--- src/rtl/uart_receiver.sv ---
// UART receiver, one bit per i_u_clk cycle: resynchronises rx, deframes start/data/parity/stop
// and presents each word on a valid/ready handshake with per-frame error and overrun flags.
module uart_receiver #(
    parameter int unsigned P_UART_DATA_WIDTH = 8,
    parameter int unsigned P_UART_STOP_WIDTH = 1,
    parameter int unsigned P_UART_CHECK      = 0
) (
    input  logic                         i_u_clk,
    input  logic                         i_u_rst,
    input  logic                         i_uart_rx,
    output logic [P_UART_DATA_WIDTH-1:0] o_uart_rx_data,
    output logic                         o_uart_rx_valid,
    input  logic                         i_uart_rx_ready,
    output logic                         o_uart_rx_check_err,
    output logic                         o_uart_rx_frame_err,
    output logic                         o_uart_rx_overrun
);

    localparam logic [2:0] S_IDLE   = 3'd0;
    localparam logic [2:0] S_DATA   = 3'd1;
    localparam logic [2:0] S_PARITY = 3'd2;
    localparam logic [2:0] S_STOP   = 3'd3;
    localparam logic [2:0] S_BREAK  = 3'd4;

    localparam logic [3:0] L_LAST_DATA = 4'(P_UART_DATA_WIDTH - 1);
    localparam logic [3:0] L_LAST_STOP = 4'(P_UART_STOP_WIDTH - 1);

    logic                         r_sync;
    logic                         r_rx_s;
    logic [2:0]                   r_state;
    logic [3:0]                   r_cnt;
    logic [P_UART_DATA_WIDTH-1:0] r_shift;
    logic                         r_acc;
    logic                         r_check_err;
    logic                         r_frame_err;

    logic [P_UART_DATA_WIDTH-1:0] r_rx_data;
    logic                         r_rx_valid;
    logic                         r_rx_check_err;
    logic                         r_rx_frame_err;
    logic                         r_rx_overrun;

    logic [2:0]                   w_state_nxt;
    logic [3:0]                   w_cnt_nxt;
    logic [P_UART_DATA_WIDTH-1:0] w_shift_nxt;
    logic                         w_acc_nxt;
    logic                         w_check_err_nxt;
    logic                         w_frame_err_nxt;
    logic                         w_done;
    logic                         w_accept;

    // Two-flop synchroniser; idles high so reset does not look like a start bit.
    always_ff @(posedge i_u_clk or posedge i_u_rst) begin
        if (i_u_rst) begin
            r_sync <= 1'b1;
            r_rx_s <= 1'b1;
        end else begin
            r_sync <= i_uart_rx;
            r_rx_s <= r_sync;
        end
    end

    always_comb begin
        w_state_nxt     = r_state;
        w_cnt_nxt       = r_cnt;
        w_shift_nxt     = r_shift;
        w_acc_nxt       = r_acc;
        w_check_err_nxt = r_check_err;
        w_frame_err_nxt = r_frame_err;
        w_done          = 1'b0;
        case (r_state)
            S_IDLE: begin
                if (!r_rx_s) begin
                    w_state_nxt     = S_DATA;
                    w_cnt_nxt       = 4'd0;
                    w_acc_nxt       = 1'b0;
                    w_check_err_nxt = 1'b0;
                    w_frame_err_nxt = 1'b0;
                end
            end
            S_DATA: begin
                w_shift_nxt = {r_rx_s, r_shift[P_UART_DATA_WIDTH-1:1]};
                w_acc_nxt   = r_acc ^ r_rx_s;
                if (r_cnt == L_LAST_DATA) begin
                    w_cnt_nxt   = 4'd0;
                    w_state_nxt = (P_UART_CHECK != 0) ? S_PARITY : S_STOP;
                end else begin
                    w_cnt_nxt = r_cnt + 4'd1;
                end
            end
            S_PARITY: begin
                // r_acc is the XOR of the data bits; odd expects ~acc, even expects acc.
                if (P_UART_CHECK == 1) begin
                    w_check_err_nxt = (r_rx_s == r_acc);
                end else begin
                    w_check_err_nxt = (r_rx_s != r_acc);
                end
                w_state_nxt = S_STOP;
            end
            S_STOP: begin
                w_frame_err_nxt = r_frame_err | ~r_rx_s;
                if (r_cnt == L_LAST_STOP) begin
                    w_done      = 1'b1;
                    w_cnt_nxt   = 4'd0;
                    w_state_nxt = w_frame_err_nxt ? S_BREAK : S_IDLE;
                end else begin
                    w_cnt_nxt = r_cnt + 4'd1;
                end
            end
            S_BREAK: begin
                if (r_rx_s) begin
                    w_state_nxt = S_IDLE;
                end
            end
            default: begin
                w_state_nxt = S_IDLE;
            end
        endcase
    end

    always_ff @(posedge i_u_clk or posedge i_u_rst) begin
        if (i_u_rst) begin
            r_state     <= S_IDLE;
            r_cnt       <= 4'd0;
            r_shift     <= '0;
            r_acc       <= 1'b0;
            r_check_err <= 1'b0;
            r_frame_err <= 1'b0;
        end else begin
            r_state     <= w_state_nxt;
            r_cnt       <= w_cnt_nxt;
            r_shift     <= w_shift_nxt;
            r_acc       <= w_acc_nxt;
            r_check_err <= w_check_err_nxt;
            r_frame_err <= w_frame_err_nxt;
        end
    end

    assign w_accept = r_rx_valid & i_uart_rx_ready;

    // A completion always wins over a handshake; it only flags overrun if the old word was unread.
    always_ff @(posedge i_u_clk or posedge i_u_rst) begin
        if (i_u_rst) begin
            r_rx_data      <= '0;
            r_rx_valid     <= 1'b0;
            r_rx_check_err <= 1'b0;
            r_rx_frame_err <= 1'b0;
            r_rx_overrun   <= 1'b0;
        end else if (w_done) begin
            r_rx_data      <= r_shift;
            r_rx_valid     <= 1'b1;
            r_rx_check_err <= r_check_err;
            r_rx_frame_err <= w_frame_err_nxt;
            if (r_rx_valid && !i_uart_rx_ready) begin
                r_rx_overrun <= 1'b1;
            end else if (w_accept) begin
                r_rx_overrun <= 1'b0;
            end
        end else if (w_accept) begin
            r_rx_valid   <= 1'b0;
            r_rx_overrun <= 1'b0;
        end
    end

    assign o_uart_rx_data      = r_rx_data;
    assign o_uart_rx_valid     = r_rx_valid;
    assign o_uart_rx_check_err = r_rx_check_err;
    assign o_uart_rx_frame_err = r_rx_frame_err;
    assign o_uart_rx_overrun   = r_rx_overrun;

endmodule

--- config.mk ---
export PLATFORM = sky130hd
export DESIGN_NAME = uart_receiver
export DESIGN_NICKNAME = d
export VERILOG_FILES = /design/src/rtl/uart_receiver.sv
export SDC_FILE = /design/constraint.sdc
export NUM_CORES = 1
export LEC_CHECK = 0
export BUFFER_PORTS_ARGS = -buffer_cell sky130_fd_sc_hd__buf_2
export CORE_MARGIN = 2
export CORE_UTILIZATION = 51
export DETAILED_ROUTE_END_ITERATION = 8
export PLACE_DENSITY = 0.76
export SYNTH_ARGS = -nofsm -noshare
export SYNTH_HDL_FRONTEND = slang
export SYNTH_SLANG_ARGS = --single-unit
export TNS_END_PERCENT = 100
--- constraint.sdc ---
create_clock -name i_u_clk -period 1.5 [get_ports i_u_clk]
set_input_delay 0.075 -clock i_u_clk [delete_from_list [all_inputs] [get_ports i_u_clk]]
set_output_delay 0.075 -clock i_u_clk [all_outputs]
set_load 0.03 [all_outputs]
Word level (Yosys, flattened, before mapping)
Cells that the tools add are included.
- logic and storage cells: 62
- input port bits: 4
- register bits: 32
- equality and inequality tests: 10
- bitwise operators: 4
- multiplexer cells: 22
- reductions and logical operators: 12
- add/sub/neg operators: 1
- operator list (operator ; count):
    two-way mux 3 bit ; 5
    one-hot mux 3 bit (5 select lines) ; 1
    two-way mux 4 bit ; 3
    one-hot mux 4 bit (3 select lines) ; 1
    two-way mux 1 bit ; 9
    inequality test 2 bit, second input constant ; 4
    == test 3 x 2 -> 1 bit, second input constant ; 2
    one-hot mux 1 bit (2 select lines) ; 3
    AND reduction 2 bit ; 3
    nonzero test 2 bit ; 3
    adder 4 x 1 -> 4 bit, second input constant ; 1
    == test 4 x 3 -> 1 bit, second input constant ; 1
    zero test 4 bit ; 1
    AND reduction 4 bit ; 1
    == test 3 x 1 -> 1 bit, second input constant ; 1
    == test 3 bit, second input constant ; 1
    zero test 3 bit ; 1
    nonzero test 3 bit ; 1
    bitwise AND 1 bit ; 1
    logical AND 1 bit ; 1
    zero test 1 bit ; 1
    inequality test 1 bit ; 1
    NOT 1 bit ; 1
    bitwise OR 1 bit ; 1
    bitwise XOR 1 bit ; 1

Depth between registers and ports, before layout
- depth after elaboration: 5
- depth in mapped cells: 7

Least setup slack after synthesis
No wires, ideal clock.
- path type: flip-flop to flip-flop
- start: reg r_cnt[0]
- end: reg r_state[2]
- stages on the path, launching flop included: 8
- setup time: 82 ps
- arrival: 1350 ps
- clock period less this slack: 1432 ps
- required time: 1418 ps
- setup slack: 68 ps
- cell sequence: dfrtp_1 > inv_1 > ha_1 > nor3b_4 > and3_1 > buf_6 > nand2_2 > a22oi_2
- word-level cells in the longest chain between the ends: 3
- elaborated cells between the ends (all ways): 5
- those cells by class: eq/ne (3); reduce/logical (2)
- RTL lines (element ; RTL line ; source):
    start, declared ; 31 ; logic [3:0] r_cnt;
    start signal, assigned ; 131 ; r_cnt <= w_cnt_nxt;
    == test 4 x 3 -> 1 bit or zero test 4 bit (tied branches) ; 84, 102 ;
    inequality test 2 bit (no source line) ; n/a ;
    AND reduction 4 bit (no source line) (*) ; n/a ;
    end signal, assigned ; 130 ; r_state <= w_state_nxt;
    end, declared ; 30 ; logic [2:0] r_state;
Every way passes the cells marked *; elsewhere a longest branch is shown, timed or not.
A chain may end at the register's enable or synchronous reset.

Final worst setup path
- start: reg r_cnt[1]
- end: reg r_rx_data[4] (netlist: o_uart_rx_data[4])
- word-level cells in the longest chain between the ends: 3
- RTL lines (element ; RTL line ; source):
    zero test 4 bit ; 102 ; if (r_cnt == L_LAST_STOP) begin
    two-way mux 1 bit ; 102 ;
    two-way mux 1 bit ; 71 ; case (r_state)
    end signal, assigned ; 150 ; r_rx_data <= r_shift;
    end, declared ; 37 ; logic [P_UART_DATA_WIDTH-1:0] r_rx_data;
No other way between the ends.

==> flow_summary.ini <==
[final_layout]
nFillCells = 185
final_core_util_pct = 65.1
num-nets-final = 176
drive_above_1_share_pct = 38.0
diodes = 0
register_area_um2 = 803
syn_to_final_growth_pct = 22.7
multi_input_area_um2 = 596

[cts]
h-tree-depth = 2
clk_latency_ps = 340
root_buffer = clkbuf_4
cts_tree = done
clock-sinks = 32
cts_buffer_depth = 2
numCtsBuffers = 5
path_clk_slew_ps = 100

[worst_setup_path]
path_cells = inv_2 -> ha_2 -> nor3b_4 -> and3_4 -> buf_6 -> nand2_1 -> nand2_1
worst-path-buf-inv = 2
path_class = reg2reg
crit_fanout = 6
worstPathArrival_ps = 1800
crit_family = simple AND/OR/NAND/NOR gates
cp_common_cell = nand2_1
critPathRequiredTime_ps = 1780
endpoint_kind = register
crit_path_top_delay_cell = dfrtp_1
startpoint_type = register
critical-path-max-stage-delay_ps = 400

[detailed_routing]
vias_per_cell = 5.27
ant_nets = 0
dr.pass1.iters = 4
drt-initial-drc-count = 17
routed_wl_mm = 2.75
via_count = 1065
routedWlPerCell_um = 13.6
drc = 0

[sta]
drv_slew = 0
min_period_ps = 1520
max_clock_freq_ghz = 0.658
rsz0062_at_grt = yes
finalHoldViolCount = 0
fin_worst_skew_ps = 10.3
worstMarginPinSlew_ps = 347
relSlewSlack_pct = 76.3
worst_slack_ps = -20.5
setup_violations = 3
fin_crit_sh_pct = 101

[synthesis]
async_flop_share_pct = 100
synthMuxAreaShare_pct = 6.21
yosys_warnings = 0
synthFlopType = dfrtp_1
synth_compound_area_share_pct = 10.9
synth-seq-cells = 32
ys_seq_area_share_pct = 55.3
synth_fa_ha_area_share_pct = 1.72
synthesis.area_mm2 = 0.00145
syn_nets = 144
synth_top_family_by_area = simple AND/OR/NAND/NOR gates
yosys.area_share.simple_pct = 19.5
synth.distinct_cells = 39
avgSynthCellArea_um2 = 10.5
synth-xor-area-share_pct = 0.603
synthCells = 138
synth_edf_count = 0

[placed_design]
place_hpwl_mm = 1.81
io_buffers = 15
preCtsSetupSlack_ps = 37.9
place_congestion = 0.842

[power]
internal_power_mw = 2.58
power_switching_share_pct = 39.6
power.share.clock_pct = 17.1
p_per_area_mw_per_mm2 = 2400
switching_power_mw = 1.69
combPwrFrac_pct = 46.0
seq_power_share_pct = 36.9
irDropWorstVdd_uv = 1760
leakagePower_nw = 0.854

[floorplan]
die_height_um = 57.3
io_pins = 16
row_count = 19
dieArea_mm2 = 0.00329
die_w_um = 57.3
core_area_mm2 = 0.00273
start_util_pct = 53.1

[global_routing]
grt_max_degree = 33
grt_use_total_pct = 18.9
grt_pass1_wl_mm = 4.64
antenna_found_initial = 0
grt_pass1_vias = 1115
grt_overflow = 0

[worst_hold_path]
hp-class = in2async

[job]
drv_cap = 0

[outcome]
violations = negative setup slack
status = complete, but fails checks
## synthesized netlist by cell type, drive strengths merged (2+ instances only)
cell type	count	area share (%)
nand3	2	0.69
nand2	34	9.0
a21oi	4	1.4
nand3b	2	1.0
nor2	10	2.6
ha	2	1.7
inv	7	1.8
nor3b	2	2.2
buf	6	3.0
and3	2	0.95
o21ai	7	2.4
dfstp	2	3.6
dfrtp	30	52
mux2	8	6.2
nand2b	2	1.0
## worst register-to-register path, cell delays in order (launching register included)
cell     delay, ps
dfrtp_1        400
inv_2           70
ha_2           150
nor3b_4        310
and3_4         290
buf_6          110
nand2_1         70
nand2_1         70
## state kept, by name, indices dropped and copies added (netlist names), named ones only
signal               flops
r_rx_s                   1
r_state                  3
r_acc                    1
r_check_err              1
r_shift                  8
r_cnt                    4
r_sync                   1
o_uart_rx_check_err      1
r_frame_err              1
o_uart_rx_frame_err      1
o_uart_rx_data           8
o_uart_rx_valid          1
## power groups by stage
| stage | registers, mW | clock network [mW] | logic, mW |
|---|---|---|---|
| final | 1.58 | 0.732 | 1.96 |
| after detailed placement | 1.57 | 0 | 1.84 |
| after global routing | 1.62 | 0.781 | 2.18 |
| after CTS | 1.56 | 0.742 | 1.89 |
| after global placement | 1.55 | 0 | 1.78 |
| after floorplan | 1.82 | 0 | 1.08 |
## per-stage QoR
stage	instances	instance area (um2)	hold slack (ps)	total power, mW	setup TNS (ps)
6_report	202	1780	339	4.27	-32.9
5_1_grt	202	1780	369	4.58	-1060
4_1_cts	201	1740	345	4.19	0
3_5_place_dp	190	1610	171	3.42	0
3_3_place_gp	190	1610	166	3.33	0
2_1_floorplan	138	1450	79.5	2.91	0
## layout make-up
cell class                 count  share of cell area [%]
clock inverter                 1                    1.69
inverter                       7                    1.48
timing repair buffer          32                    12.4
clock buffer                   7                    3.65
multi-input combinational     92                    33.5
tap                           31                    2.18
sequential                    32                    45.1
## what timing repair did
item | in CTS | in global routing
pin swaps | 0 | 6
setup buffers | 0 | 1
setup endpoints to repair | 1 | 16
hold buffers | 3 | 0
hold endpoints to repair | 33 | 0
resized for setup | 2 | 11
## worst paths after layout
kind                       slack (ps)  cells past startpoint                end     start
setup / recovery                  -20                      7  o_uart_rx_data[4]  r_cnt[1]
hold / removal                    340                      4         r_shift[6]   i_u_rst
setup reg to reg                  -20                      7  o_uart_rx_data[4]  r_cnt[1]
hold reg to reg                   360                      0             r_rx_s    r_sync
max in group asynchronous         840                      4             r_rx_s   i_u_rst
min in group i_u_clk              360                      0             r_rx_s    r_sync
## layer usage
metal  wire length (um)  global-route usage (%)
met4                 50                    10.6
met1               1200                    21.7
met2               1420                    30.5
met5                  0                       0
met3                 91                    6.80
## kinds of logic after synthesis
group / Yosys count
xor gates and xnor gates: 1
and+or+nand+nor: 58
adders and majority gates: 2
buffers and inverters: 14
muxes: 8
AOI/OAI and AO/OA: 23
DFF: 32
## placed cells by master (no fill, tap or decap), types with 5 or more instances in the layout
cell      instances
buf_2            15
buf_4            11
clkbuf_4          5
dfrtp_1          30
inv_1             6
mux2_2            8
nand2_1          29
nand2_2           5
nor2_1           10
o21ai_0           7
Note: power is estimated with default switching activity, not from simulation.
